==> src/rtl/wb_pkg.sv <==
// Shared definitions for the writeback stage: load size encodings and the
// MEM/WB pipeline register layout.
package wb_pkg;

  localparam int DEF_XLEN = 32;

  localparam logic [2:0] F3_LB  = 3'b000;
  localparam logic [2:0] F3_LH  = 3'b001;
  localparam logic [2:0] F3_LW  = 3'b010;
  localparam logic [2:0] F3_LBU = 3'b100;
  localparam logic [2:0] F3_LHU = 3'b101;

  // Fields captured from MEM; alu_out is sized by the package default width.
  typedef struct packed {
    logic                valid;
    logic [31:0]         pc;
    logic [DEF_XLEN-1:0] alu_out;
    logic [4:0]          rd_addr;
    logic [2:0]          funct3;
    logic                mem_to_reg;
    logic                reg_write;
    logic                freg_write;
  } mem_wb_t;

endpackage

==> src/rtl/load_aligner.sv <==
// Selects the byte/halfword addressed by off from a memory word and
// sign- or zero-extends it according to the load funct3.
module load_aligner
  import wb_pkg::*;
#(
  parameter int XLEN = DEF_XLEN
) (
  input  logic [2:0]      funct3,
  input  logic [1:0]      off,
  input  logic [XLEN-1:0] word,
  output logic [XLEN-1:0] data
);

  logic [7:0]  byte_sel;
  logic [15:0] half_sel;

  always_comb begin
    byte_sel = word[7:0];
    case (off)
      2'd0: byte_sel = word[7:0];
      2'd1: byte_sel = word[15:8];
      2'd2: byte_sel = word[23:16];
      2'd3: byte_sel = word[31:24];
      default: byte_sel = word[7:0];
    endcase
    // off=3 halfword is misaligned; it takes the upper half without trapping.
    half_sel = off[1] ? word[31:16] : word[15:0];

    data = word;
    case (funct3)
      F3_LB:  data = {{(XLEN-8){byte_sel[7]}}, byte_sel};
      F3_LH:  data = {{(XLEN-16){half_sel[15]}}, half_sel};
      F3_LW:  data = word;
      F3_LBU: data = {{(XLEN-8){1'b0}}, byte_sel};
      F3_LHU: data = {{(XLEN-16){1'b0}}, half_sel};
      default: data = word;
    endcase
  end

endmodule

==> src/rtl/wb_stage.sv <==
// Writeback stage: MEM/WB register, load alignment, single-pulse register
// file write enables and the retired-instruction counter.
module wb_stage
  import wb_pkg::*;
#(
  parameter int XLEN      = DEF_XLEN,
  parameter int INSTRET_W = 64
) (
  input  logic                 clk,
  input  logic                 rst,
  input  logic                 MEM_stall,
  input  logic                 MEM_valid,
  input  logic [31:0]          MEM_pc_out,
  input  logic [XLEN-1:0]      MEM_alu_out,
  input  logic [4:0]           MEM_rd_addr,
  input  logic [2:0]           MEM_funct3,
  input  logic                 MEM_MemtoReg,
  input  logic                 MEM_RegWrite,
  input  logic                 MEM_FRegWrite,
  input  logic [XLEN-1:0]      DM_dout,
  output logic [XLEN-1:0]      WB_rd_data,
  output logic [4:0]           WB_rd_addr,
  output logic                 WB_RegWrite,
  output logic                 WB_FRegWrite,
  output logic                 WB_valid,
  output logic [31:0]          WB_pc_out,
  output logic [INSTRET_W-1:0] WB_instret
);

  mem_wb_t                wb_q;
  mem_wb_t                mem_d;
  logic                   wr_done;
  logic [XLEN-1:0]        ld_hold;
  logic [XLEN-1:0]        ld_data;
  logic [INSTRET_W-1:0]   instret_q;
  logic                   fire;

  always_comb begin
    mem_d            = '0;
    mem_d.valid      = MEM_valid;
    mem_d.pc         = MEM_pc_out;
    mem_d.alu_out    = MEM_alu_out;
    mem_d.rd_addr    = MEM_rd_addr;
    mem_d.funct3     = MEM_funct3;
    mem_d.mem_to_reg = MEM_MemtoReg;
    mem_d.reg_write  = MEM_RegWrite;
    mem_d.freg_write = MEM_FRegWrite;
  end

  load_aligner #(.XLEN(XLEN)) u_align (
    .funct3 (wb_q.funct3),
    .off    (wb_q.alu_out[1:0]),
    .word   (DM_dout),
    .data   (ld_data)
  );

  // wr_done marks that the resident instruction already had its one write cycle.
  assign fire = wb_q.valid & ~wr_done;

  always_ff @(posedge clk or negedge rst) begin
    if (!rst) begin
      wb_q      <= '0;
      wr_done   <= 1'b1;
      ld_hold   <= '0;
      instret_q <= '0;
    end else begin
      if (!MEM_stall) begin
        wb_q    <= mem_d;
        wr_done <= 1'b0;
      end else begin
        wr_done <= 1'b1;
      end
      // DM_dout is only valid in the first WB cycle, so keep a copy for stalls.
      if (fire && wb_q.mem_to_reg) ld_hold <= ld_data;
      if (fire) instret_q <= instret_q + 1'b1;
    end
  end

  assign WB_RegWrite  = fire & wb_q.reg_write & (wb_q.rd_addr != 5'd0);
  assign WB_FRegWrite = fire & wb_q.freg_write;
  assign WB_rd_data   = wb_q.mem_to_reg ? (wr_done ? ld_hold : ld_data) : wb_q.alu_out;
  assign WB_rd_addr   = wb_q.rd_addr;
  assign WB_valid     = wb_q.valid;
  assign WB_pc_out    = wb_q.pc;
  assign WB_instret   = instret_q;

endmodule

==> config.mk <==
export PLATFORM = sky130hd
export DESIGN_NAME = wb_stage
export DESIGN_NICKNAME = d
export VERILOG_FILES = /design/src/rtl/wb_pkg.sv /design/src/rtl/load_aligner.sv /design/src/rtl/wb_stage.sv
export SDC_FILE = /design/constraint.sdc
export NUM_CORES = 1
export LEC_CHECK = 0
export CAP_MARGIN = 5
export CORE_ASPECT_RATIO = 1.1
export CORE_MARGIN = 2
export CORE_UTILIZATION = 30
export DETAILED_ROUTE_END_ITERATION = 10
export GPL_TIMING_DRIVEN = 1
export PLACE_DENSITY_LB_ADDON = 0.25
export SYNTH_ARGS = -nofsm -noshare
export SYNTH_HDL_FRONTEND = slang
export SYNTH_SLANG_ARGS = --single-unit
==> constraint.sdc <==
create_clock -name clk -period 2.4 [get_ports clk]
set_input_delay 0.24 -clock clk [delete_from_list [all_inputs] [get_ports clk]]
set_output_delay 0.24 -clock clk [all_outputs]
set_load 0.005 [all_outputs]
==> impl_metrics.py, run 1 <==
metrics = {
    "synthesis": {
        "ys_top_cells_by_area": "dfrtp_1 50%, mux2_2 14%, xnor2_1 3.8%",
        "syn_nets": 864,
        "muxShareOfSynthArea_pct": 14.36,
        "synth_cell_types": 52,
        "synth_xor_area_share_pct": 6.463,
        "synth_compound_area_share_pct": 8.530,
        "synth_common_cells": "172 x dfrtp_1, 106 x mux2_2, 68 x nand2_1",
        "synth_top_family_by_area": "multiplexers",
        "yosysTopAreaCellShare_pct": 50.42,
        "synthSimpleGateAreaFrac_pct": 14.17,
        "yosys_warnings": 0,
        "synthArstFlopShare_pct": 100.0,
        "synth_top_area_cell": "dfrtp_1",
        "synth_seq_cells": 173,
        "synth-adder-area-share_pct": 0.1466,
        "netlist_instances": 752,
        "synth-edff-count": 0,
        "synth_area_um2": 8537,
        "avgSynthCellArea_um2": 11.35,
        "synth.most_common_cell": "dfrtp_1",
        "yosysSeqAreaShare_pct": 50.73,
        "synthFlopType": "dfrtp_1",
    },
    "worst_setup_path": {
        "reg2reg_slack_ps": 220,
        "critPathArrivalTime_ps": 2400,
        "worstSetupPathType": "flip-flop to output pin",
        "r2r-start": "wb_q[12]",
        "crit_required_ps": 2160,
        "path_max_fanout": 11,
        "ff2ff_path_depth": 7,
        "end_kind": "output pin",
        "reg2reg_to": "ld_hold[12]",
        "critPathLaunchType": "flip-flop",
    },
    "route": {
        "drc": 0,
        "vias_per_cell": 4.841,
        "first_iter_violations": 343,
        "first_pass_iters": 4,
        "drt-total-wl_um": 24540,
        "wl_per_cell_um": 17.69,
        "num_vias": 6715,
        "drtAntennaViolNets": 0,
    },
    "cts": {
        "cts_buffers": 17,
        "insertion_delay_ps": 440,
        "clock_path_buffers": 2,
        "clkSlewWorstSetupHoldPaths_ps": 60,
        "cts_tree": "built",
        "root_buffer": "clkbuf_16",
        "h-tree-depth": 4,
        "cts_sinks": 173,
    },
    "sta": {
        "slew_viol_final": 0,
        "fin_hold_ws_ps": 147.8,
        "maxSlewHeadroom_pct": 64.74,
        "worst_pin_slew_ps": 528.9,
        "fmax_ghz": 0.3781,
        "fin_crit_ps": 2645,
        "fin_ws_ps": -244.9,
        "setup_tns_ps": -4908,
        "setup_viol": 26,
        "hold_violations": 0,
        "min_period_over_period_pct": 110.2,
        "fin_worst_skew_ps": 12.29,
        "grt_setup_unrepaired": "true",
    },
    "layout": {
        "syn_to_final_growth_pct": 43.91,
        "num-fill-cells": 2678,
        "drive_gt1_share_pct": 28.74,
        "fin_nets": 1122,
    },
    "global_routing": {
        "grt_pass1_wl_um": 39210,
        "grt_pass1_vias": 7095,
        "grt-ovfl-total": 0,
        "grt_usage_pct": 17.07,
        "grt_max_degree": 70,
        "antenna_found_initial": 4,
    },
    "job": {
        "maxCapViolCount": 0,
    },
    "floorplanning": {
        "num_io_pins": 247,
        "die_area_um2": 29820,
        "initial_core_util_pct": 30.55,
        "rows": 64,
        "core_um2": 27950,
        "die_w_um": 164.8,
        "fp.dieH_um": 180.9,
    },
    "placed_design": {
        "gp_congestion": 0.8653,
        "post-dp-hpwl_um": 17810,
        "pre_cts_slack_ps": -367.5,
        "portBuffers": 246,
    },
    "worst_hold_path": {
        "min_from": "MEM_stall",
        "min_to": "wr_done",
        "min_path_cells": 1,
        "worst_hold_path_type": "primary input to flip-flop",
    },
    "pwr": {
        "powerDensity_nw_per_um2": 661.3,
        "p_leak_nw": 5.256,
        "vdd_drop_max_v": 0.0003867,
    },
    "outcome": {
        "status": "finished, violations left",
        "violations": "setup timing",
    },
}
-- metrics by stage --
stage / utilization, % / total power [mW] / area (um2) / std cells
6_report: 43.96 / 8.124 / 12290 / 1387
5_1_grt: 43.96 / 8.571 / 12290 / 1387
4_1_cts: 43.55 / 8.211 / 12170 / 1379
3_5_place_dp: 40.68 / 5.300 / 11370 / 1327
3_3_place_gp: 40.68 / 5.270 / 11370 / 1327
2_1_floorplan: - / 4.365 / 8537 / 752
-- state kept, by name, summed over array words and instances, names as in the netlist --
register	flops
wb_q	38
WB_instret	64
WB_pc_out	32
WB_rd_addr	5
WB_valid	1
ld_hold	32
wr_done	1
-- final cells by class --
type                    count  area, um2  share of cell area [%]
clock buffers              20      466.7                   3.799
clock inverters            12      126.4                   1.029
well taps                 363      454.2                   3.697
multi-input cells         493       3913                   31.85
inverters                  12      45.04                  0.3666
flip-flops and latches    173       4333                   35.27
repair buffers            313       2945                   23.97
diodes                      1      2.502                 0.02037
-- report_power, final --
group	internal [mW]	total, mW	switching [mW]	leakage, nW
Sequential	3.27	3.51	0.236	2.18
Combinational	1.05	1.81	0.756	2.79
Clock	1.54	2.81	1.27	0.286
Total	5.86	8.12	2.26	5.26
-- worst max-delay path, stage by stage (launching register included) --
cell             delay [ps]
dfrtp_2                 420
buf_4                   200
mux2_2                  390
nand2_1                  90
a21oi_2                  70
a211oi_1                240
o2bb2ai_1               100
clkdlybuf4s50_1         470
-- placed cells by master (no fill, tap or decap), drive strengths merged, types with 21 or more instances in the layout --
cell	n
xor2	26
nor2b	21
o21ai	25
buf	94
mux2	106
nand3	33
nor2	36
nand2	69
clkbuf	24
xnor2	37
dfrtp	172
a221o	21
clkdlybuf4s50	213
-- worst max-delay path by stage --
| stage | cells after the start | end | slack (ps) | from |
|---|---|---|---|---|
| 2_1_floorplan | 6 | WB_rd_data[19] | 480 | wb_q[11] |
| 6_report | 7 | WB_rd_data[6] | -240 | wb_q[12] |
| 3_3_place_gp | 7 | WB_rd_data[15] | -320 | DM_dout[31] |
| 3_5_place_dp | 7 | WB_rd_data[15] | -370 | DM_dout[31] |
| 4_1_cts | 8 | WB_rd_data[13] | -300 | wb_q[12] |
| 5_1_grt | 7 | WB_rd_data[6] | -360 | wb_q[12] |
-- routing by layer --
metal,GRT usage [%],part of all wire [%],vias up
li1,-,-,3145
met1,21.39,43,3323
met2,27.21,47,200
met3,5.808,7.2,41
met4,6.226,2.6,6
met5,0,0.17,-
-- kinds of logic (layout without fill, tap and decap cells) --
kind of cell	count (synthesis)	count (layout)
buffers and inverters	86	357
xor gates and xnor gates	63	63
AOI/OAI and AO/OA	100	100
muxes	108	108
and+or+nand+nor	221	221
DFF	173	173
other	0	1
adders and majority gates	1	1
-- timing repair --
| action | 4_1_cts | 5_1_grt |
|---|---|---|
| gates cloned | 1 | 0 |
| pin swaps | 31 | 22 |
| hold endpoints to repair | 40 | 0 |
| gates resized for setup | 160 | 23 |
| setup endpoints to repair | 34 | 32 |
| setup buffers | 18 | 7 |
| hold buffers | 1 | 0 |
Note: power is estimated with default switching activity, not from simulation.
==> run 2, diff against run 1 <==
--- a/config.mk
+++ b/config.mk
@@ -11,7 +11,7 @@
 export CORE_UTILIZATION = 30
 export DETAILED_ROUTE_END_ITERATION = 10
 export GPL_TIMING_DRIVEN = 1
-export PLACE_DENSITY_LB_ADDON = 0.25
+export PLACE_DENSITY = 0.56
 export SYNTH_ARGS = -nofsm -noshare
 export SYNTH_HDL_FRONTEND = slang
 export SYNTH_SLANG_ARGS = --single-unit
==> impl_metrics.py, run 2 (synthesis results as in run 1) <==
metrics = {
    "sta": {
        "maxSlewHeadroom_pct": 51.01,
        "setup_viol": 25,
        "fin_crit_ps": 2541,
        "fin_worst_skew_ps": 12.64,
        "fmax_ghz": 0.3935,
        "slew_viol_final": 0,
        "grt_setup_unrepaired": "true",
        "min_period_over_period_pct": 105.9,
        "hold_violations": 0,
        "worst_pin_slew_ps": 734.0,
        "fin_ws_ps": -141.3,
    },
    "route": {
        "wl_per_cell_um": 17.85,
        "wl_met3_um": 1680,
        "first_iter_violations": 269,
        "drc": 0,
        "wl_met2_um": 11570,
        "vias_per_cell": 4.810,
        "num_vias": 6618,
        "drt-total-wl_um": 24560,
        "drtAntennaViolNets": 0,
        "highest_layer": "met5",
        "first_pass_iters": 4,
        "wl_met1_um": 10890,
    },
    "worst_setup_path": {
        "end_kind": "output pin",
        "crit_buf_inv": 2,
        "crit_path_max_incr_delay_ps": 570,
        "worst_path_dominant_cell_family": "multiplexers",
        "crit_chain": "mux4_2 -> nor4b_4 -> buf_4 -> a221o_1 -> nor2_1 -> o2bb2ai_1 -> buf_2",
        "critPathLaunchType": "flip-flop",
        "worstSetupPathType": "flip-flop to output pin",
        "crit_required_ps": 2160,
        "cp_slowest_cell": "mux4_2",
        "path_max_fanout": 5,
        "critPathArrivalTime_ps": 2300,
    },
    "placed_design": {
        "place_inst": 1321,
        "post-dp-hpwl_um": 17510,
        "portBuffers": 246,
        "gp_congestion": 0.8364,
    },
    "layout": {
        "fin_cells": 1376,
        "drive_gt1_share_pct": 27.50,
        "syn_to_final_growth_pct": 42.74,
        "final_common_cell": "clkdlybuf4s50_1",
        "largest_reg_flops": 64,
        "fin_nets": 1110,
        "layout_common_cells": "212 x clkdlybuf4s50_1, 169 x dfrtp_1, 103 x mux2_2",
        "final_util_pct": 43.60,
    },
    "global_routing": {
        "grt_pass1_vias": 6790,
        "grt-ovfl-total": 0,
        "grt_pass1_wl_um": 39100,
        "grt_max_degree": 65,
        "antenna_found_initial": 3,
        "grt_usage_pct": 16.84,
    },
    "cts": {
        "insertion_delay_ps": 430,
        "cts_buffers": 17,
        "root_buffer": "clkbuf_16",
        "h-tree-depth": 4,
        "cts_tree": "built",
        "clkSlewWorstSetupHoldPaths_ps": 80,
        "cts_sinks": 173,
        "clock_path_buffers": 2,
    },
    "pwr": {
        "vdd_drop_max_v": 0.0003702,
        "p_leak_nw": 5.212,
        "powerDensity_nw_per_um2": 667.9,
    },
    "floorplanning": {
        "num_io_pins": 247,
        "core_um2": 27950,
        "die_w_um": 164.8,
        "initial_core_util_pct": 30.55,
        "die_area_um2": 29820,
        "fp.dieH_um": 180.9,
        "rows": 64,
    },
    "outcome": {
        "violations": "setup timing",
        "status": "finished, violations left",
    },
    "job": {
        "maxCapViolCount": 0,
    },
    "worst_hold_path": {
        "worst_hold_path_type": "primary input to flip-flop",
    },
}
## run 2: through the flow
stage	setup TNS, ps	total power [mW]	hold WS (ps)	cell area (um2)	setup WS (ps)
6_report	-2300	8.139	272.3	12190	-141.3
5_1_grt	-4671	8.583	267.5	12180	-230.3
4_1_cts	-3320	8.201	254.0	12030	-208.3
3_5_place_dp	-7043	5.287	302.8	11340	-388.5
3_3_place_gp	-5929	5.263	300.6	11340	-334.0
2_1_floorplan	0	4.365	-55.59	8537	482.9
## run 2: path summary, 6_finish.rpt
path	start	slack (ps)	cells after the start	to
max	wb_q[12]	-140	7	WB_rd_data[11]
min reg2reg	ld_hold[0]	470	2	ld_hold[0]
min	MEM_stall	270	2	WB_pc_out[29]
max reg2reg	wb_q[12]	200	7	ld_hold[11]
min in group asynchronous	rst	380	2	WB_instret[17]
max in group asynchronous	rst	1280	3	wr_done
## run 2: repair_timing
action	in CTS	in global routing
endpoints found under the setup margin	32	31
gates resized for setup	157	30
hold endpoints to repair	60	0
hold buffers	1	0
gates cloned	2	0
pin swaps	30	16
setup buffers	12	7
## run 2: metal layers
| metal | vias up | GRT usage, % |
|---|---|---|
| met5 | - | 0 |
| met4 | 4 | 4.626 |
| met3 | 27 | 5.349 |
| met2 | 187 | 26.51 |
| met1 | 3275 | 22.28 |
| li1 | 3125 | - |
## run 2: worst reg2reg max path, delay by kind of cell, from the launching register on
| kind | cells | cell delay, ps |
|---|---|---|
| compound gates | 1 | 280 |
| buf+inv | 3 | 400 |
| flops | 1 | 430 |
| mux | 2 | 830 |
| simple gates | 1 | 180 |
## run 2: report_power, final
group          internal (mW)  switching, mW
sequential              3.27          0.231
clock                   1.49           1.38
combinational           1.02          0.747
total                   5.78           2.36
## run 2: area by class of cell
cell class	instances	area [um2]
Inverter	12	45.04
Timing Repair Buffer	301	2836
Fill cell	2669	15760
Tap cell	363	454.2
Sequential cell	173	4334
Multi-Input combinational cell	493	3915
Clock buffer	17	425.4
Antenna cell	2	5.005
Clock inverter	15	170.2
==> run 3, diff against run 2 <==
--- a/config.mk
+++ b/config.mk
@@ -12,6 +12,7 @@
 export DETAILED_ROUTE_END_ITERATION = 10
 export GPL_TIMING_DRIVEN = 1
 export PLACE_DENSITY = 0.56
+export SLEW_MARGIN = 5
 export SYNTH_ARGS = -nofsm -noshare
 export SYNTH_HDL_FRONTEND = slang
 export SYNTH_SLANG_ARGS = --single-unit
==> results of run 3 <==
Final layout, timing and power as in run 2 (identical DEF).
